===== src/rtl/debug_pkg.sv =====
// Shared debug-link definitions: controller command codes, reply bytes,
// serial decoder state encoding and frame-format helpers.
package debug_pkg;

  localparam logic [3:0] FN_NONE        = 4'h0;
  localparam logic [3:0] FN_PAUSE       = 4'h1;
  localparam logic [3:0] FN_RESUME      = 4'h2;
  localparam logic [3:0] FN_STEP        = 4'h3;
  localparam logic [3:0] FN_RESET       = 4'h4;
  localparam logic [3:0] FN_STATUS      = 4'h5;
  localparam logic [3:0] FN_MEM_RD_BYTE = 4'h6;
  localparam logic [3:0] FN_MEM_RD_WORD = 4'h7;
  localparam logic [3:0] FN_REG_RD      = 4'h8;
  localparam logic [3:0] FN_BR_PT_ADD   = 4'h9;
  localparam logic [3:0] FN_BR_PT_RM    = 4'hA;
  localparam logic [3:0] FN_MEM_WR_BYTE = 4'hB;
  localparam logic [3:0] FN_MEM_WR_WORD = 4'hC;
  localparam logic [3:0] FN_REG_WR      = 4'hD;

  localparam logic [7:0] REPLY_ACK = 8'hAA;
  localparam logic [7:0] REPLY_NAK = 8'hFF;

  typedef enum logic [2:0] {
    S_CMD,
    S_ADDR,
    S_DATA,
    S_ISSUE,
    S_WAIT,
    S_TX,
    S_TX_GUARD
  } dec_state_t;

  function automatic logic cmd_is_valid(input logic [3:0] code);
    return (code >= FN_PAUSE) && (code <= FN_REG_WR);
  endfunction

  function automatic logic cmd_has_addr(input logic [3:0] code);
    return (code >= FN_MEM_RD_BYTE) && (code <= FN_REG_WR);
  endfunction

  function automatic logic cmd_has_data(input logic [3:0] code);
    return (code >= FN_MEM_WR_BYTE) && (code <= FN_REG_WR);
  endfunction

  function automatic logic cmd_is_read(input logic [3:0] code);
    return (code >= FN_MEM_RD_BYTE) && (code <= FN_REG_RD);
  endfunction

endpackage


===== src/rtl/tx_byte_seq.sv =====
// Reply byte sequencer: holds up to four reply bytes and releases them one at
// a time, MSB byte first, through the UART tx_start/tx_busy handshake.
module tx_byte_seq (
  input  logic        clk,
  input  logic        rst,
  input  logic        i_load,
  input  logic [31:0] i_bytes,
  input  logic [2:0]  i_count,
  input  logic        i_send_en,
  input  logic        i_tx_busy,
  output logic [7:0]  o_tx_data,
  output logic        o_tx_start,
  output logic        o_more
);

  logic [31:0] r_shift;
  logic [2:0]  r_left;

  assign o_tx_start = i_send_en && !i_tx_busy && (r_left != 3'd0);
  assign o_tx_data  = r_shift[31:24];
  assign o_more     = (r_left != 3'd0);

  // NOTE: registers use non-blocking assignments so each one samples pre-edge values.
  always_ff @(posedge clk or posedge rst) begin
    if (rst) begin
      r_shift <= '0;
      r_left  <= '0;
    end else if (i_load) begin
      r_shift <= i_bytes;
      r_left  <= i_count;
    end else if (o_tx_start) begin
      r_shift <= {r_shift[23:0], 8'h00};
      r_left  <= r_left - 3'd1;
    end
  end

endmodule


===== src/rtl/serial_cmd_decoder.sv =====
// Host command frame decoder between the UART and controller_fsm.
// Define SDEC_TIMEOUT_EN to abort partial frames after an inter-byte gap.
module serial_cmd_decoder
  import debug_pkg::*;
#(
  parameter int CLK_HZ     = 50_000_000,
  parameter int TIMEOUT_MS = 10
) (
  input  logic        clk,
  input  logic        rst,
  input  logic [7:0]  rx_data,
  input  logic        rx_valid,
  output logic [7:0]  tx_data,
  output logic        tx_start,
  input  logic        tx_busy,
  output logic [3:0]  cmd,
  output logic [31:0] addr,
  output logic [31:0] wr_data,
  output logic        in_valid,
  input  logic        ctrlr_busy,
  input  logic [31:0] rd_data,
  output logic        dec_busy
);

  dec_state_t  r_state, w_next;
  logic [1:0]  r_cnt;
  logic [3:0]  r_cmd;
  logic [31:0] r_addr, r_wr_data;
  logic        w_load;
  logic [31:0] w_load_bytes;
  logic [2:0]  w_load_cnt;
  logic        w_tx_start, w_more, w_timeout;

`ifdef SDEC_TIMEOUT_EN
  localparam int TIMEOUT_CYC = CLK_HZ / 1000 * TIMEOUT_MS;
  localparam int TO_W        = $clog2(TIMEOUT_CYC + 1);

  logic [TO_W-1:0] r_to_cnt;
  logic            w_in_frame;

  assign w_in_frame = (r_state == S_ADDR) || (r_state == S_DATA);

  always_ff @(posedge clk or posedge rst) begin
    if (rst)                        r_to_cnt <= '0;
    else if (!w_in_frame || rx_valid) r_to_cnt <= '0;
    else                            r_to_cnt <= r_to_cnt + TO_W'(1);
  end

  // A byte arriving on the expiry cycle still belongs to the frame.
  assign w_timeout = w_in_frame && !rx_valid && (r_to_cnt == TO_W'(TIMEOUT_CYC));
`else
  assign w_timeout = 1'b0;
`endif

  assign cmd      = r_cmd;
  assign addr     = r_addr;
  assign wr_data  = r_wr_data;
  assign in_valid = (r_state == S_ISSUE) && !ctrlr_busy;
  assign dec_busy = (r_state != S_CMD);
  assign tx_start = w_tx_start;

  // NOTE: every signal driven here gets a default first so no latch is inferred.
  always_comb begin
    w_next       = r_state;
    w_load       = 1'b0;
    w_load_bytes = '0;
    w_load_cnt   = '0;
    case (r_state)
      S_CMD: if (rx_valid) begin
        if (!cmd_is_valid(rx_data[3:0])) begin
          w_next       = S_TX;
          w_load       = 1'b1;
          w_load_bytes = {REPLY_NAK, 24'h0};
          w_load_cnt   = 3'd1;
        end else if (cmd_has_addr(rx_data[3:0])) begin
          w_next = S_ADDR;
        end else begin
          w_next = S_ISSUE;
        end
      end
      S_ADDR: begin
        if (rx_valid && (r_cnt == 2'd3)) w_next = cmd_has_data(r_cmd) ? S_DATA : S_ISSUE;
        else if (w_timeout)              w_next = S_CMD;
      end
      S_DATA: begin
        if (rx_valid && (r_cnt == 2'd3)) w_next = S_ISSUE;
        else if (w_timeout)              w_next = S_CMD;
      end
      S_ISSUE: if (!ctrlr_busy) w_next = S_WAIT;
      S_WAIT: if (!ctrlr_busy) begin
        w_next = S_TX;
        w_load = 1'b1;
        if (cmd_is_read(r_cmd)) begin
          w_load_bytes = rd_data;
          w_load_cnt   = 3'd4;
        end else begin
          w_load_bytes = {REPLY_ACK, 24'h0};
          w_load_cnt   = 3'd1;
        end
      end
      S_TX:       if (w_tx_start) w_next = S_TX_GUARD;
      S_TX_GUARD: w_next = w_more ? S_TX : S_CMD;
      default:    w_next = S_CMD;
    endcase
  end

  always_ff @(posedge clk or posedge rst) begin
    if (rst) begin
      r_state   <= S_CMD;
      r_cnt     <= '0;
      r_cmd     <= '0;
      r_addr    <= '0;
      r_wr_data <= '0;
    end else begin
      r_state <= w_next;
      case (r_state)
        S_CMD: if (rx_valid) begin
          r_cmd <= rx_data[3:0];
          r_cnt <= '0;
        end
        S_ADDR: begin
          if (rx_valid) begin
            r_addr <= {r_addr[23:0], rx_data};
            r_cnt  <= r_cnt + 2'd1;
          end else if (w_timeout) begin
            r_cnt <= '0;
          end
        end
        S_DATA: begin
          if (rx_valid) begin
            r_wr_data <= {r_wr_data[23:0], rx_data};
            r_cnt     <= r_cnt + 2'd1;
          end else if (w_timeout) begin
            r_cnt <= '0;
          end
        end
        default: ;
      endcase
    end
  end

  tx_byte_seq u_tx_seq (
    .clk        (clk),
    .rst        (rst),
    .i_load     (w_load),
    .i_bytes    (w_load_bytes),
    .i_count    (w_load_cnt),
    .i_send_en  (r_state == S_TX),
    .i_tx_busy  (tx_busy),
    .o_tx_data  (tx_data),
    .o_tx_start (w_tx_start),
    .o_more     (w_more)
  );

endmodule

===== config.mk =====
export PLATFORM = sky130hd
export DESIGN_NAME = serial_cmd_decoder
export DESIGN_NICKNAME = d
export VERILOG_FILES = /design/src/rtl/debug_pkg.sv /design/src/rtl/tx_byte_seq.sv /design/src/rtl/serial_cmd_decoder.sv
export SDC_FILE = /design/constraint.sdc
export NUM_CORES = 1
export LEC_CHECK = 0
export ABC_AREA = 1
export CAP_MARGIN = 20
export CORE_UTILIZATION = 37
export CTS_CLUSTER_DIAMETER = 150
export DETAILED_ROUTE_END_ITERATION = 8
export HOLD_SLACK_MARGIN = 0.12
export PLACE_DENSITY_LB_ADDON = 0.3
export SYNTH_ARGS = -nofsm -noshare
export SYNTH_HDL_FRONTEND = slang
export SYNTH_SLANG_ARGS = --single-unit

===== constraint.sdc =====
create_clock -name clk -period 7.4 [get_ports clk]
set_input_delay 1.48 -clock clk [delete_from_list [all_inputs] [get_ports clk]]
set_output_delay 1.48 -clock clk [all_outputs]
set_load 0.01 [all_outputs]

* Yosys cells after proc, flatten, opt, wreduce, memory -nomap -nowiden
Cells that the tools add are included.
** Cells by class
- $add $sub $neg :: 2
- Multiply operators :: 0
- Div/mod/pow operators :: 0
- $lt $le $gt $ge :: 7
- Equal/unequal tests :: 14
- Shift-type cells :: 0
- Mux-type cells :: 32
- Bitwise gates (word level) :: 0
- Reduce and logical (&&, ||, !) cells :: 21
** Operators with widths (count)
- $mux 32 :: 6
- $pmux 32 s2 :: 1
- $mux 3 :: 12
- $pmux 3 s7 :: 1
- $le 4x4->1 const B :: 3
- $ne 2x2->1 const B :: 6
- $eq 3x3->1 const B :: 3
- $ge 4x3->1 const B :: 2
- $logic_and 1x1->1 :: 8
- $eq 3x2->1 const B :: 2
- $mux 1 :: 6
- $mux 2 :: 3
- $pmux 3 s2 :: 1
- $reduce_and 2->1 :: 3
- $reduce_and 6->1 :: 1
- $reduce_bool 3->1 :: 2
- $ge 4x1->1 const B :: 1
- $ge 4x4->1 const B :: 1
- $pmux 2 s2 :: 1
- $reduce_bool 2->1 :: 2
- $eq 3x1->1 const B :: 1
- $logic_not 3->1 :: 1
- $reduce_and 3->1 :: 1
- $sub 3x1->3 const B :: 1
- 6 further kinds :: 7
** Word-level totals
- Register bits :: 108
- Latch bits :: 0
- Memory bits (writable) :: 0
- ROM bits :: 0
- Logic and storage cells :: 83
- Memories kept :: 0

* Longest topological paths before layout
Gate-level depths: netlist (run 1).
- Depth in word-level cells :: 6
- Mapped depth :: 11

* Cells and area by module
Synthesis (run 1) repeated with hierarchy kept, for this count alone.
** Unflattened totals
- Cells, all modules :: 683
- Area total of the unflattened synthesis :: 5570.3 um^2
** By module, submodules not included
- serial_cmd_decoder :: times used 1, cells an instance 433, area an instance 3564.7 um^2
- tx_byte_seq :: times used 1, cells an instance 250, area an instance 2005.7 um^2

* Worst setup path before layout (run 1)
OpenSTA, ideal clock, no wires.
- Kind :: input to output
- Start :: in tx_busy
- End :: out tx_start
- Arrival :: 1.872 ns
- Path slack :: 4.048 ns
- Cell stages on the path :: 4
- Path through :: inv_1 > nand2_1 > nor2_4 > buf_6
** On the way
- Word-level cells in the longest chain between the ends :: 3
** RTL lines
- start, declared :: line serial_cmd_decoder.sv:15 : input logic tx_busy,
- $logic_not 1->1 :: line tx_byte_seq.sv:19 : assign o_tx_start = i_send_en && !i_tx_busy && (r_left != 3'd0);
- $logic_and 1x1->1 (2 in a row) :: line tx_byte_seq.sv:19
- end, declared :: line serial_cmd_decoder.sv:14 : output logic tx_start,
Every way passes these cells.

* Final worst setup path (run 1)
Ends and elaborated chain as after synthesis.

==> report_table.html, run 1 <==
<table>
<tr><th>Metric</th><th>Value</th></tr>
<tr><th colspan="2">Routing</th></tr>
<tr><td>Detailed Routing Iterations Pass 1</td><td>4</td></tr>
<tr><td>Number of routed nets with antenna violations</td><td>0</td></tr>
<tr><td>Vias per cell</td><td>4.55</td></tr>
<tr><td>Drt first-iter violations</td><td>236</td></tr>
<tr><td>DR WL/cell</td><td>between 10 and 15 µm</td></tr>
<tr><td>Wire length after detailed routing</td><td>roughly 11,000 µm</td></tr>
<tr><td>Total DRC errors in the routed layout</td><td>0</td></tr>
<tr><td>Number of vias after detailed routing</td><td>about 4,000</td></tr>
<tr><th colspan="2">Yosys</th></tr>
<tr><td>Synth top area share</td><td>0.542</td></tr>
<tr><td>Post-synthesis cell type with the largest combined area</td><td>dfrtp_1</td></tr>
<tr><td>Main combinational cell family by area after synthesis</td><td>simple AND/OR/NAND/NOR gates</td></tr>
<tr><td>Area fraction in compound gates after synthesis</td><td>0.0716</td></tr>
<tr><td>Most common library cells after synthesis</td><td>nand2_1, dfrtp_1, inv_1</td></tr>
<tr><td>Proportion of register bits with asynchronous set or reset after synthesis</td><td>1.00</td></tr>
<tr><td>Share of synthesized area spent on multiplexers</td><td>0.0362</td></tr>
<tr><td>Post-synth top flop</td><td>dfrtp_1</td></tr>
<tr><td>Post-synthesis instance area</td><td>between 4000 and 5000 µm²</td></tr>
<tr><td>Total of flip-flops plus latches after synthesis</td><td>108</td></tr>
<tr><td>Simple-gate share of the synthesized area</td><td>0.237</td></tr>
<tr><td>Number of nets produced by synthesis</td><td>around 640</td></tr>
<tr><td>Count leader, synth</td><td>nand2_1</td></tr>
<tr><td>Post-synthesis share of cell area spent on full adders, half adders and majority gates</td><td>0.00753</td></tr>
<tr><td>Leading cell types by total area after synthesis</td><td>dfrtp_1, nand2_1, inv_1, o21ai_0, mux2_2</td></tr>
<tr><td>Post-synthesis share of cell area spent on xor and xnor gates</td><td>0.00176</td></tr>
<tr><td>Part of the Yosys area used for sequential elements</td><td>0.542</td></tr>
<tr><td>Count of synthesis-stage warnings from yosys</td><td>0</td></tr>
<tr><td>Number of distinct library cells after synthesis</td><td>25</td></tr>
<tr><td>Number of enable-type register cells in the synthesized netlist</td><td>0</td></tr>
<tr><td>Mean post-synth cell area</td><td>~8.4 µm²</td></tr>
<tr><td>Cell count after synthesis</td><td>~600</td></tr>
<tr><th colspan="2">Clocking</th></tr>
<tr><td>Clock root buffer</td><td>clkbuf_16</td></tr>
<tr><td>TritonCTS clock tree</td><td>built</td></tr>
<tr><td>Sink count of the clock tree</td><td>108</td></tr>
<tr><td>Skew-Pair Late Insertion Delay</td><td>approximately 0.35 ns</td></tr>
<tr><td>Maximum root-to-sink buffer count</td><td>2</td></tr>
<tr><td>Setup Fix Bufs, Post-CTS</td><td>0</td></tr>
<tr><td>Post-CTS resize count</td><td>0</td></tr>
<tr><td>Number of hold-repair buffers added at the cts stage</td><td>0</td></tr>
<tr><td>Number of H-tree levels</td><td>3</td></tr>
<tr><td>Number of clock buffers inserted by TritonCTS</td><td>9</td></tr>
<tr><td>Reg clk slew, reported paths</td><td>roughly 0.070 ns</td></tr>
<tr><th colspan="2">Job</th></tr>
<tr><td># Max-Cap Violations</td><td>0</td></tr>
<tr><th colspan="2">Timing</th></tr>
<tr><td>Clock Skew</td><td>0.00945 ns</td></tr>
<tr><td>Shortest period the worst path allows</td><td>4.45 ns</td></tr>
<tr><td>Setup repair after global routing missed its margin</td><td>no</td></tr>
<tr><td>Slew headroom</td><td>0.373</td></tr>
<tr><td>Hold Violations, Final</td><td>0</td></tr>
<tr><td>Post-layout worst setup margin</td><td>just under 3 ns</td></tr>
<tr><td>Number of failing setup endpoints in the final timing report</td><td>0</td></tr>
<tr><td>Final worst-path cycle share</td><td>0.601</td></tr>
<tr><td>Worst slew pin tran</td><td>around 0.94 ns</td></tr>
<tr><td>Max Fclk</td><td>about 220 MHz</td></tr>
<tr><td>Max Slew Vio Count</td><td>0</td></tr>
<tr><td>Total Neg Setup Slack</td><td>0 ns</td></tr>
<tr><th colspan="2">Layout</th></tr>
<tr><td>Fraction of layout cells with a size suffix above 1</td><td>0.0672</td></tr>
<tr><td>Layout-stage area growth over the synthesis result</td><td>31.0%</td></tr>
<tr><td>Filler instances</td><td>approximately 1,200</td></tr>
<tr><td>Final #Nets</td><td>around 740</td></tr>
<tr><td>Combined flip-flop and latch cell area</td><td>~2700 µm²</td></tr>
<tr><td>Antenna cells</td><td>0</td></tr>
<tr><td>Multi-input gate area</td><td>1770 µm²</td></tr>
<tr><th colspan="2">Floorplan</th></tr>
<tr><td>Area of the die</td><td>approximately 14,000 µm²</td></tr>
<tr><td>Core region area</td><td>roughly 13,000 µm²</td></tr>
<tr><td>Y dimension of the die</td><td>~120 µm</td></tr>
<tr><td>DIE WIDTH</td><td>about 120 µm</td></tr>
<tr><td>I/O pins</td><td>roughly 120</td></tr>
<tr><td>Initial Util</td><td>0.378</td></tr>
<tr><td>Standard-cell rows</td><td>42</td></tr>
<tr><th colspan="2">Power and ir drop</th></tr>
<tr><td>Power density over the cells</td><td>roughly 420 nW/µm²</td></tr>
<tr><td>Static leakage power</td><td>3.26 nW</td></tr>
<tr><td>IR Drop Worst-Case VDD</td><td>0.000178 V</td></tr>
<tr><th colspan="2">Setup path</th></tr>
<tr><td>CP Data Required Time</td><td>a little under 6 ns</td></tr>
<tr><td>Nature of the critical path endpoint</td><td>output port</td></tr>
<tr><td>Max Fanout on Critical Path</td><td>14</td></tr>
<tr><td>CP Launch Type</td><td>input port</td></tr>
<tr><td>Start-to-end type of the worst setup path</td><td>in -&gt; out</td></tr>
<tr><td>Arr. time, crit path</td><td>between 2 and 3 ns</td></tr>
<tr><th colspan="2">Global route</th></tr>
<tr><td>Wire length of the first global-routing pass</td><td>about 19,000 µm</td></tr>
<tr><td>Global Route Usage Sum</td><td>0.174</td></tr>
<tr><td>Initial antenna violation count</td><td>0</td></tr>
<tr><td>GRT Residual Overflow</td><td>0</td></tr>
<tr><td>Maximum number of pins on one net before global-route repair</td><td>71</td></tr>
<tr><td>Via count of the first global-routing pass</td><td>3,823</td></tr>
<tr><th colspan="2">Place</th></tr>
<tr><td>Half-perimeter wire length after detailed placement</td><td>roughly 8000 µm</td></tr>
<tr><td>Place WS</td><td>~2.9 ns</td></tr>
<tr><td>Input/output buffers</td><td>roughly 120</td></tr>
<tr><td>Placer congestion estimate</td><td>between 0.8 and 0.9</td></tr>
<tr><th colspan="2">Status</th></tr>
<tr><td>Status</td><td>finished, final reports clean</td></tr>
<tr><th colspan="2">Worst hold path</th></tr>
<tr><td>Path category of the worst min-delay check</td><td>reg -&gt; reg</td></tr>
</table>
-- kinds of logic after synthesis --
| family | after synthesis |
|---|---|
| AO/OA/AOI/OAI | 71 |
| adder cells (fa/ha/maj) | 3 |
| XOR/XNOR | 1 |
| flip-flops | 108 |
| buffers and inverters | 111 |
| AND/OR/NAND/NOR | 283 |
| multiplexers | 16 |
-- cells in the final DEF (no fill, tap or decap), drive strengths merged, types with 3 or more instances in the layout --
master         netlist  final
nand2              189    189
clkdlybuf4s50        0    123
dfrtp              108    108
inv                 76     77
nor2                52     52
o21ai               51     51
nand3               35     35
a21oi               19     19
mux2                16     16
clkbuf               4     10
nand3b               5      5
clkinv               1      5
ha                   3      3
-- power by group --
part,leakage [nW],switching (mW),internal (mW),total [mW]
Sequential,1.32,0.180,0.875,1.05
Combinational,1.79,0.608,0.601,1.21
Clock,0.149,0.225,0.266,0.492
-- through the flow --
| step | total power, mW | instance area [µm²] | hold slack, ns | util | cells |
|---|---|---|---|---|---|
| 2_1_floorplan | 1.74 | 4980 | 0.440 | - | 593 |
| 3_3_place_gp | 2.24 | 6220 | 0.456 | 0.472 | 859 |
| 3_5_place_dp | 2.28 | 6220 | 0.456 | 0.472 | 859 |
| 4_1_cts | 2.79 | 6530 | 0.476 | 0.495 | 875 |
| 5_1_grt | 2.98 | 6530 | 0.490 | 0.495 | 875 |
| 6_report | 2.76 | 6530 | 0.473 | 0.495 | 875 |
-- sequential cells by signal, summed over array words and instances (netlist names) --
signal	cells
u_tx_seq.r_shift	32
wr_data	32
addr	32
u_tx_seq.r_left	3
r_state	3
r_cnt	2
cmd	4
-- per-layer routing --
layer | up-vias | share of wire | global-route usage
met1 | 1874 | 0.49 | 0.238
met3 | 11 | 0.032 | 0.0344
met4 | 0 | 0.012 | 0.0737
li1 | 2022 | - | -
met5 | - | 0 | 0
met2 | 73 | 0.47 | 0.268
-- final cells by class --
type                       count  area share
tap                          176      0.0337
inverter                      77      0.0447
sequential                   108       0.414
clock inverter                 6      0.0111
multi-input combinational    374       0.271
clock buffer                  10      0.0351
timing repair buffer         124       0.190
-- critical path, cell delays in order --
cell             delay (ns)
clkdlybuf4s50_1        0.42
inv_1                  0.06
nand2_1                0.08
nor2_4                 0.32
clkdlybuf4s50_1        0.61
-- final timing paths --
kind | start | to | slack (ns) | depth (start not counted)
max | tx_busy | tx_start | 2.95 | 5
min | u_tx_seq.r_shift[18]$_DFFE_PP0P_ | u_tx_seq.r_shift[18]$_DFFE_PP0P_ | 0.47 | 2
max reg2reg | r_state[2]$_DFFE_PP0P_ | u_tx_seq.r_shift[19]$_DFFE_PP0P_ | 4.71 | 9
min reg2reg | u_tx_seq.r_shift[18]$_DFFE_PP0P_ | u_tx_seq.r_shift[18]$_DFFE_PP0P_ | 0.47 | 2
max in group asynchronous | rst | addr[8]$_DFFE_PP0P_ | 4.61 | 3
min in group asynchronous | rst | addr[16]$_DFFE_PP0P_ | 1.51 | 2
(Power assumes the default switching activity.)
==> run 2: changes to the inputs <==
==> constraint.sdc (replaced) <==
create_clock -name clk -period 3.7 [get_ports clk]
set_input_delay 0.74 -clock clk [delete_from_list [all_inputs] [get_ports clk]]
set_output_delay 0.74 -clock clk [all_outputs]
set_load 0.01 [all_outputs]
==> run 2 against run 1 <==
Effect of this change:
- cell area increased by 0.19%
- first-iteration DRC count up 19%
- power increased by 98%
- utilization up 0.095 points
- critical path depth did not move
- final cell count rose by 0.23%
- critical path type unchanged
- largest cell class unchanged
==> report_table.html, run 2 (same netlist as run 1, synthesis figures left out) <==
<table>
<tr><th>Metric</th><th>Value</th></tr>
<tr><th colspan="2">Global route</th></tr>
<tr><td>Layer with the highest usage</td><td>met2</td></tr>
<tr><td>Initial antenna violation count</td><td>0 (unchanged)</td></tr>
<tr><td>Maximum number of pins on one net before global-route repair</td><td>73 (+2.8%)</td></tr>
<tr><td>Grt met1 use</td><td>0.233 (-0.00423)</td></tr>
<tr><td>Wire length of the first global-routing pass</td><td>18,800 µm (-1.4%)</td></tr>
<tr><td>Met3 capacity usage during global routing</td><td>0.0441 (+0.00969)</td></tr>
<tr><td>Met2 routing resource usage after global routing</td><td>0.259 (-0.00846)</td></tr>
<tr><td>GRT Residual Overflow</td><td>0 (unchanged)</td></tr>
<tr><td>Via count of the first global-routing pass</td><td>3,834 (+0.29%)</td></tr>
<tr><td>Global Route Usage Sum</td><td>0.171 (-0.00296)</td></tr>
<tr><th colspan="2">Clocking</th></tr>
<tr><td>Number of H-tree levels</td><td>3 (unchanged)</td></tr>
<tr><td>Maximum root-to-sink buffer count</td><td>2 (unchanged)</td></tr>
<tr><td>TritonCTS clock tree</td><td>built</td></tr>
<tr><td>Setup Fix Bufs, Post-CTS</td><td>0 (unchanged)</td></tr>
<tr><td>Sink count of the clock tree</td><td>108 (unchanged)</td></tr>
<tr><td>Post-CTS resize count</td><td>0 (unchanged)</td></tr>
<tr><td>Reg clk slew, reported paths</td><td>0.07 ns (about the same)</td></tr>
<tr><td>Clock root buffer</td><td>clkbuf_16</td></tr>
<tr><td>Number of clock buffers inserted by TritonCTS</td><td>9 (unchanged)</td></tr>
<tr><td>Skew-Pair Late Insertion Delay</td><td>0.35 ns (about the same)</td></tr>
<tr><td>Number of hold-repair buffers added at the cts stage</td><td>0 (unchanged)</td></tr>
<tr><th colspan="2">Routing</th></tr>
<tr><td>Wire length after detailed routing</td><td>11,200 µm (-2.0%)</td></tr>
<tr><td>Vias per cell</td><td>4.58 (+0.67%)</td></tr>
<tr><td>Number of vias after detailed routing</td><td>4,016 (+0.90%)</td></tr>
<tr><td>DR WL/cell</td><td>12.8 µm (-2.3%)</td></tr>
<tr><td>Drt first-iter violations</td><td>282 (+19%)</td></tr>
<tr><td>Detailed Routing Iterations Pass 1</td><td>5 (+1)</td></tr>
<tr><td>Number of routed nets with antenna violations</td><td>0 (unchanged)</td></tr>
<tr><td>Total DRC errors in the routed layout</td><td>0 (unchanged)</td></tr>
<tr><th colspan="2">Status</th></tr>
<tr><td>Status</td><td>finished, final reports clean</td></tr>
<tr><th colspan="2">Timing</th></tr>
<tr><td>Number of failing setup endpoints in the final timing report</td><td>0 (unchanged)</td></tr>
<tr><td>Final worst-path cycle share</td><td>0.743</td></tr>
<tr><td>Hold Violations, Final</td><td>0 (unchanged)</td></tr>
<tr><td>Max Slew Vio Count</td><td>0 (unchanged)</td></tr>
<tr><td>Worst slew pin tran</td><td>0.917 ns (-0.0218 ns)</td></tr>
<tr><td>Shortest period the worst path allows</td><td>2.75 ns</td></tr>
<tr><td>Slew headroom</td><td>0.388 (+0.0146)</td></tr>
<tr><td>Setup repair after global routing missed its margin</td><td>no</td></tr>
<tr><td>Clock Skew</td><td>0.00872 ns (-0.000737 ns)</td></tr>
<tr><td>Max Fclk</td><td>~360 MHz</td></tr>
<tr><td>Total Neg Setup Slack</td><td>0 ns (unchanged)</td></tr>
<tr><th colspan="2">Floorplan</th></tr>
<tr><td>Core region area</td><td>13,200 µm² (unchanged)</td></tr>
<tr><td>Area of the die</td><td>13,900 µm² (unchanged)</td></tr>
<tr><td>DIE WIDTH</td><td>118 µm (unchanged)</td></tr>
<tr><td>Standard-cell rows</td><td>42 (unchanged)</td></tr>
<tr><td>I/O pins</td><td>124 (unchanged)</td></tr>
<tr><td>Initial Util</td><td>0.378 (unchanged)</td></tr>
<tr><td>Y dimension of the die</td><td>118 µm (unchanged)</td></tr>
<tr><th colspan="2">Setup path</th></tr>
<tr><td>Most prevalent standard cell on the critical path</td><td>clkdlybuf4s50_1</td></tr>
<tr><td>Arr. time, crit path</td><td>2.01 ns (-0.96 ns)</td></tr>
<tr><td>Cell class contributing the biggest share of worst-path delay</td><td>buffers and inverters</td></tr>
<tr><td>Biggest cell delay along the critical path</td><td>0.55 ns (-0.06 ns)</td></tr>
<tr><td>Max Fanout on Critical Path</td><td>2 (-12)</td></tr>
<tr><td>Slowest stage cell, crit path</td><td>clkdlybuf4s50_1</td></tr>
<tr><td>Nature of the critical path endpoint</td><td>output port</td></tr>
<tr><td>CP Launch Type</td><td>input port</td></tr>
<tr><td>CP Data Required Time</td><td>2.96 ns (-2.96 ns)</td></tr>
<tr><td>Chain of cells forming the critical path</td><td>clkdlybuf4s50_1 -&gt; inv_1 -&gt; nand2_1 -&gt; nor2_4 -&gt; clkdlybuf4s50_1</td></tr>
<tr><td>Start-to-end type of the worst setup path</td><td>in -&gt; out</td></tr>
<tr><td>Count of buffer and inverter cells on the critical path</td><td>3 (unchanged)</td></tr>
<tr><th colspan="2">Place</th></tr>
<tr><td>Input/output buffers</td><td>123 (unchanged)</td></tr>
<tr><td>Placement Cell Area</td><td>6250 µm² (+0.44%)</td></tr>
<tr><td>Placer congestion estimate</td><td>0.817 (+0.52%)</td></tr>
<tr><td>Post-placement cell count</td><td>861 (+0.23%)</td></tr>
<tr><td>Half-perimeter wire length after detailed placement</td><td>7880 µm (+1.1%)</td></tr>
<tr><th colspan="2">Layout</th></tr>
<tr><td>Most common cell after layout, fill and taps aside</td><td>nand2_1</td></tr>
<tr><td>Filler instances</td><td>1,276 (+2.7%)</td></tr>
<tr><td>Layout-stage area growth over the synthesis result</td><td>31.2%</td></tr>
<tr><td>Antenna cells</td><td>0 (unchanged)</td></tr>
<tr><td>Fraction of layout cells with a size suffix above 1</td><td>0.0699 (+0.00266)</td></tr>
<tr><td>Final Instance Count excl. Fillers</td><td>877 (+0.23%)</td></tr>
<tr><td>Utilization after layout</td><td>0.496 (+0.000949)</td></tr>
<tr><td>Final #Nets</td><td>744 (+0.27%)</td></tr>
<tr><td>Post-route cell area</td><td>6540 µm² (+0.19%)</td></tr>
<tr><td>Most frequent cells in the layout</td><td>nand2_1, clkdlybuf4s50_1, dfrtp_1</td></tr>
<tr><th colspan="2">Worst hold path</th></tr>
<tr><td>Path category of the worst min-delay check</td><td>reg -&gt; reg</td></tr>
<tr><th colspan="2">Power and ir drop</th></tr>
<tr><td>IR Drop Worst-Case VDD</td><td>0.000373 V (+110%)</td></tr>
<tr><td>Power density over the cells</td><td>836 nW/µm² (+98%)</td></tr>
<tr><td>Static leakage power</td><td>3.26 nW (about the same)</td></tr>
<tr><th colspan="2">Job</th></tr>
<tr><td># Max-Cap Violations</td><td>0 (unchanged)</td></tr>
</table>
-- run 2: cell types whose count changed in the layout (fill, tap and decap cells not counted) --
cell / previous run / this run
clkinv_2: 1 / 0
inv_6: 0 / 1
buf_4: 1 / 2
bufinv_16: 1 / 0
clkbuf_8: 0 / 1
clkinvlp_4: 0 / 2
buf_12: 0 / 1
clkinv_4: 3 / 1
-- run 2: metal layers --
metal,vias to the layer above,part of all wire
met1,1884,0.48
met5,-,0
li1,2029,-
met4,0,0.015
met2,93,0.46
met3,10,0.047
-- run 2: final timing paths --
path / start / to / slack, ns / depth (start not counted)
setup / recovery: tx_busy / tx_start / 0.95 / 5
min in group asynchronous: rst / addr[24]$_DFFE_PP0P_ / 0.78 / 2
hold / removal: u_tx_seq.r_shift[22]$_DFFE_PP0P_ / u_tx_seq.r_shift[22]$_DFFE_PP0P_ / 0.48 / 2
setup reg to reg: r_state[0]$_DFFE_PP0P_ / wr_data[29]$_DFFE_PP0P_ / 1.59 / 5
hold reg to reg: u_tx_seq.r_shift[22]$_DFFE_PP0P_ / u_tx_seq.r_shift[22]$_DFFE_PP0P_ / 0.48 / 2
max in group asynchronous: rst / addr[1]$_DFFE_PP0P_ / 2.17 / 3
-- run 2: area by class of cell --
| type | count | area, µm² | share of cell area |
|---|---|---|---|
| inverter | 77 | 292 | 0.0446 |
| sequential | 108 | 2700 | 0.413 |
| tap | 176 | 220 | 0.0337 |
| multi-input combinational | 374 | 1770 | 0.271 |
| timing repair buffer | 126 | 1270 | 0.194 |
| clock inverter | 5 | 43.8 | 0.00670 |
| clock buffer | 11 | 243 | 0.0371 |
-- run 2: power breakdown --
| group | switching (mW) | total (mW) | internal, mW |
|---|---|---|---|
| combinational | 1.22 | 2.42 | 1.21 |
| clock | 0.444 | 0.928 | 0.484 |
| sequential | 0.366 | 2.12 | 1.75 |
| total | 2.03 | 5.47 | 3.44 |
-- run 2: worst min-delay path, stage by stage, from the launching register on --
cell	delay [ns]
dfrtp_1	0.34
nand2_1	0.05
nand2_1	0.05
-- run 2: metrics by stage --
step	setup slack, ns	hold WS [ns]	power [mW]
finish	0.951	0.477	5.47
global route	0.873	0.503	5.91
CTS	0.926	0.477	5.53
detailed placement	0.898	0.459	4.58
global placement	0.938	0.458	4.49
floorplan	0.114	0.440	3.48
==> run 3: changes to the inputs <==
==> constraint.sdc (replaced) <==
create_clock -name clk -period 2.61 [get_ports clk]
set_input_delay 0.522 -clock clk [delete_from_list [all_inputs] [get_ports clk]]
set_output_delay 0.522 -clock clk [all_outputs]
set_load 0.01 [all_outputs]
==> run 3 against run 2 <==
Effect of this change:
- combinational power rose by 43%
- setup slack worse by 0.80 ns
- critical endpoint unchanged
- critical path depth unchanged
- via count is 0.30% higher
- power up 44%
- sequential power up 42%
==> report_table.html, run 3 (same netlist as run 1, synthesis figures left out) <==
<table>
<tr><th>Metric</th><th>Value</th></tr>
<tr><th colspan="2">Status</th></tr>
<tr><td>Status</td><td>finished, final reports clean</td></tr>
<tr><th colspan="2">Layout</th></tr>
<tr><td>Final Instance Count excl. Fillers</td><td>882 (+0.57%)</td></tr>
<tr><td>Most frequent cells in the layout</td><td>nand2_1, clkdlybuf4s50_1, dfrtp_1</td></tr>
<tr><td>Fraction of layout cells with a size suffix above 1</td><td>0.0779 (+0.00800)</td></tr>
<tr><td>Post-route cell area</td><td>6610 µm² (+1.1%)</td></tr>
<tr><td>Layout-stage area growth over the synthesis result</td><td>32.7%</td></tr>
<tr><td>Final #Nets</td><td>749 (+0.67%)</td></tr>
<tr><td>Filler instances</td><td>1,226 (-3.9%)</td></tr>
<tr><td>Antenna cells</td><td>0 (unchanged)</td></tr>
<tr><td>Most common cell after layout, fill and taps aside</td><td>nand2_1</td></tr>
<tr><th colspan="2">Place</th></tr>
<tr><td>Placer congestion estimate</td><td>0.808 (-1.1%)</td></tr>
<tr><td>Post-placement cell count</td><td>866 (+0.58%)</td></tr>
<tr><td>Placement Cell Area</td><td>6300 µm² (+0.82%)</td></tr>
<tr><td>Half-perimeter wire length after detailed placement</td><td>7920 µm (+0.47%)</td></tr>
<tr><td>Input/output buffers</td><td>123 (unchanged)</td></tr>
<tr><th colspan="2">Timing</th></tr>
<tr><td>Worst slew pin tran</td><td>0.582 ns (-0.335 ns)</td></tr>
<tr><td>Hold Violations, Final</td><td>0 (unchanged)</td></tr>
<tr><td>Slew headroom</td><td>0.612 (+0.224)</td></tr>
<tr><td>Final worst-path cycle share</td><td>0.944</td></tr>
<tr><td>Max Slew Vio Count</td><td>0 (unchanged)</td></tr>
<tr><td>Total Neg Setup Slack</td><td>0 ns (unchanged)</td></tr>
<tr><td>Shortest period the worst path allows</td><td>between 2 and 2.5 ns</td></tr>
<tr><td>Max Fclk</td><td>roughly 400 MHz</td></tr>
<tr><td>Number of failing setup endpoints in the final timing report</td><td>0 (unchanged)</td></tr>
<tr><td>Clock Skew</td><td>0.00725 ns (-0.00146 ns)</td></tr>
<tr><td>Worst Hold Margin</td><td>0.480 ns (+0.00294 ns)</td></tr>
<tr><td>Setup repair after global routing missed its margin</td><td>no</td></tr>
<tr><th colspan="2">Worst hold path</th></tr>
<tr><td>Number of cells traversed by the worst hold path</td><td>2 (unchanged)</td></tr>
<tr><td>Path category of the worst min-delay check</td><td>reg -&gt; reg</td></tr>
<tr><td>Startpoint of the most critical hold path</td><td>u_tx_seq.r_shift[22]$_DFFE_PP0P_</td></tr>
<tr><th colspan="2">Routing</th></tr>
<tr><td>Drt first-iter violations</td><td>288 (+2.1%)</td></tr>
<tr><td>Met3 WL post-DR</td><td>446 µm (-15%)</td></tr>
<tr><td>Routed met1 length</td><td>5520 µm (+2.5%)</td></tr>
<tr><td>Number of routed nets with antenna violations</td><td>0 (unchanged)</td></tr>
<tr><td>DR WL/cell</td><td>12.9 µm (+0.61%)</td></tr>
<tr><td>Detailed Routing Iterations Pass 1</td><td>4 (-1)</td></tr>
<tr><td>Number of vias after detailed routing</td><td>4,028 (+0.30%)</td></tr>
<tr><td>Wire length after detailed routing</td><td>11,400 µm (+1.2%)</td></tr>
<tr><td>Vias per cell</td><td>4.57 (-0.27%)</td></tr>
<tr><td>Met2 wire len</td><td>5110 µm (-1.0%)</td></tr>
<tr><td>Top metal layer carrying routed signals</td><td>met4</td></tr>
<tr><td>Total DRC errors in the routed layout</td><td>0 (unchanged)</td></tr>
<tr><th colspan="2">Global route</th></tr>
<tr><td>GRT Residual Overflow</td><td>0 (unchanged)</td></tr>
<tr><td>Global Route Usage Sum</td><td>0.174 (+0.00337)</td></tr>
<tr><td>Via count of the first global-routing pass</td><td>3,923 (+2.3%)</td></tr>
<tr><td>Initial antenna violation count</td><td>0 (unchanged)</td></tr>
<tr><td>Wire length of the first global-routing pass</td><td>19,300 µm (+2.4%)</td></tr>
<tr><td>Maximum number of pins on one net before global-route repair</td><td>109 (+49%)</td></tr>
<tr><th colspan="2">Setup path</th></tr>
<tr><td>Register-to-register setup slack</td><td>0.79 ns (-0.80 ns)</td></tr>
<tr><td>Total stage count of the critical path</td><td>5 (unchanged)</td></tr>
<tr><td>CP Capture Point</td><td>tx_start</td></tr>
<tr><td>Nature of the critical path endpoint</td><td>output port</td></tr>
<tr><td>Cell count of the worst reg-to-reg path</td><td>7 (+2)</td></tr>
<tr><td>Endpoint of the lowest-slack register-to-register path</td><td>wr_data[13]$_DFFE_PP0P_</td></tr>
<tr><td>Start-to-end type of the worst setup path</td><td>reg -&gt; out</td></tr>
<tr><td>CP Data Required Time</td><td>2.09 ns (-0.87 ns)</td></tr>
<tr><td>Count of buffer and inverter cells on the critical path</td><td>2 (-1)</td></tr>
<tr><td>Arr. time, crit path</td><td>1.94 ns (-0.07 ns)</td></tr>
<tr><td>Biggest cell delay along the critical path</td><td>0.55 ns (about the same)</td></tr>
<tr><td>Cell class contributing the biggest share of worst-path delay</td><td>buffers and inverters</td></tr>
<tr><td>Chain of cells forming the critical path</td><td>inv_1 -&gt; nor2_1 -&gt; nand2_1 -&gt; nor2_4 -&gt; clkdlybuf4s50_1</td></tr>
<tr><td>CP Launch Type</td><td>flip-flop</td></tr>
<tr><td>Slowest stage cell, crit path</td><td>clkdlybuf4s50_1</td></tr>
<tr><td>Max Fanout on Critical Path</td><td>4 (+2)</td></tr>
<tr><td>FF-to-FF Start</td><td>r_state[0]$_DFFE_PP0P_</td></tr>
<tr><td>Critical path launch point</td><td>r_state[0]$_DFFE_PP0P_</td></tr>
<tr><th colspan="2">Clocking</th></tr>
<tr><td>Post-CTS resize count</td><td>0 (unchanged)</td></tr>
<tr><td>Number of hold-repair buffers added at the cts stage</td><td>0 (unchanged)</td></tr>
<tr><td>Clock root buffer</td><td>clkbuf_16</td></tr>
<tr><td>Setup Fix Bufs, Post-CTS</td><td>0 (unchanged)</td></tr>
<tr><td>Skew-Pair Late Insertion Delay</td><td>0.35 ns (about the same)</td></tr>
<tr><td>Sink count of the clock tree</td><td>108 (unchanged)</td></tr>
<tr><td>Number of clock buffers inserted by TritonCTS</td><td>9 (unchanged)</td></tr>
<tr><td>TritonCTS clock tree</td><td>built</td></tr>
<tr><td>Reg clk slew, reported paths</td><td>0.07 ns (about the same)</td></tr>
<tr><td>Number of H-tree levels</td><td>3 (unchanged)</td></tr>
<tr><td>Maximum root-to-sink buffer count</td><td>2 (unchanged)</td></tr>
<tr><th colspan="2">Power and ir drop</th></tr>
<tr><td>Switching part of the total</td><td>0.365 (-0.00487)</td></tr>
<tr><td>Power density over the cells</td><td>1190 nW/µm² (+43%)</td></tr>
<tr><td>Switching power summed over all nets</td><td>2.88 mW (+42%)</td></tr>
<tr><td>Sequential share of power</td><td>0.381 (-0.006)</td></tr>
<tr><td>Static leakage power</td><td>3.30 nW (+1.3%)</td></tr>
<tr><td>Internal power component</td><td>5.00 mW (+45%)</td></tr>
<tr><td>Combinational power share</td><td>0.440 (-0.003)</td></tr>
<tr><td>Fraction of power consumed by the clock network</td><td>0.180 (+0.010)</td></tr>
<tr><td>IR Drop Worst-Case VDD</td><td>0.000575 V (+54%)</td></tr>
<tr><th colspan="2">Job</th></tr>
<tr><td># Max-Cap Violations</td><td>0 (unchanged)</td></tr>
<tr><th colspan="2">Floorplan</th></tr>
<tr><td>I/O pins</td><td>124 (unchanged)</td></tr>
<tr><td>Core region area</td><td>13,200 µm² (unchanged)</td></tr>
<tr><td>Area of the die</td><td>13,900 µm² (unchanged)</td></tr>
<tr><td>Y dimension of the die</td><td>118 µm (unchanged)</td></tr>
<tr><td>Initial Util</td><td>0.378 (unchanged)</td></tr>
<tr><td>Standard-cell rows</td><td>42 (unchanged)</td></tr>
<tr><td>DIE WIDTH</td><td>118 µm (unchanged)</td></tr>
</table>
[run 3: cell types whose count changed in the layout (fill, tap and decap cells not counted), sizes merged]
cell,before,now
clkbuf,11,10
bufinv,0,1
clkinvlp,2,1
buf,3,8
clkinv,2,3
[run 3: per-layer routing]
layer	GRT usage	vias to the layer above
met3	0.0354	23
met5	0	-
met2	0.262	92
met1	0.241	1870
li1	-	2043
met4	0.0801	0
[run 3: how the worst min path moves through the flow]
| stage | end | slack, ns |
|---|---|---|
| 3_5_place_dp | u_tx_seq.r_shift[16]$_DFFE_PP0P_ | 0.47 |
| 4_1_cts | u_tx_seq.r_shift[30]$_DFFE_PP0P_ | 0.49 |
| 5_1_grt | u_tx_seq.r_shift[22]$_DFFE_PP0P_ | 0.51 |
| 6_report | u_tx_seq.r_shift[22]$_DFFE_PP0P_ | 0.48 |
| 2_1_floorplan | u_tx_seq.r_shift[16]$_DFFE_PP0P_ | 0.44 |
| 3_3_place_gp | u_tx_seq.r_shift[22]$_DFFE_PP0P_ | 0.46 |
[run 3: area by class of cell]
cell class / instances / area [µm²] / area share
multi-input cells: 374 / 1770 / 0.268
well taps: 176 / 220 / 0.0333
flip-flops and latches: 108 / 2700 / 0.409
clock inverters: 6 / 68.8 / 0.0104
inverters: 77 / 293 / 0.0443
clock buffers: 10 / 239 / 0.0362
repair buffers: 131 / 1320 / 0.199
[run 3: metrics by stage]
step                      setup slack (ns)  utilization  power (mW)
after detailed placement             0.271        0.478        6.52
after global placement               0.276        0.478        6.41
after floorplan                      0.786            -        4.93
after CTS                            0.125        0.501        7.98
final                                0.147        0.501        7.88
after global routing                0.0250        0.501        8.52
[run 3: power by group through the flow]
| stage | logic, mW | clock network (mW) | registers, mW |
|---|---|---|---|
| 2_1_floorplan | 1.79 | 0 | 3.14 |
| 5_1_grt | 3.87 | 1.53 | 3.12 |
| 4_1_cts | 3.51 | 1.47 | 3.01 |
| 3_5_place_dp | 3.49 | 0 | 3.03 |
| 3_3_place_gp | 3.42 | 0 | 2.99 |
| 6_report | 3.46 | 1.42 | 3.00 |
[run 3: worst reg2reg max path, delay by kind of cell (launching register included)]
family                 cells  cell delay [ns]
AND/OR/NAND/NOR            3             0.62
buffers and inverters      3             0.60
flip-flops                 1             0.43
AO/OA/AOI/OAI              1             0.05
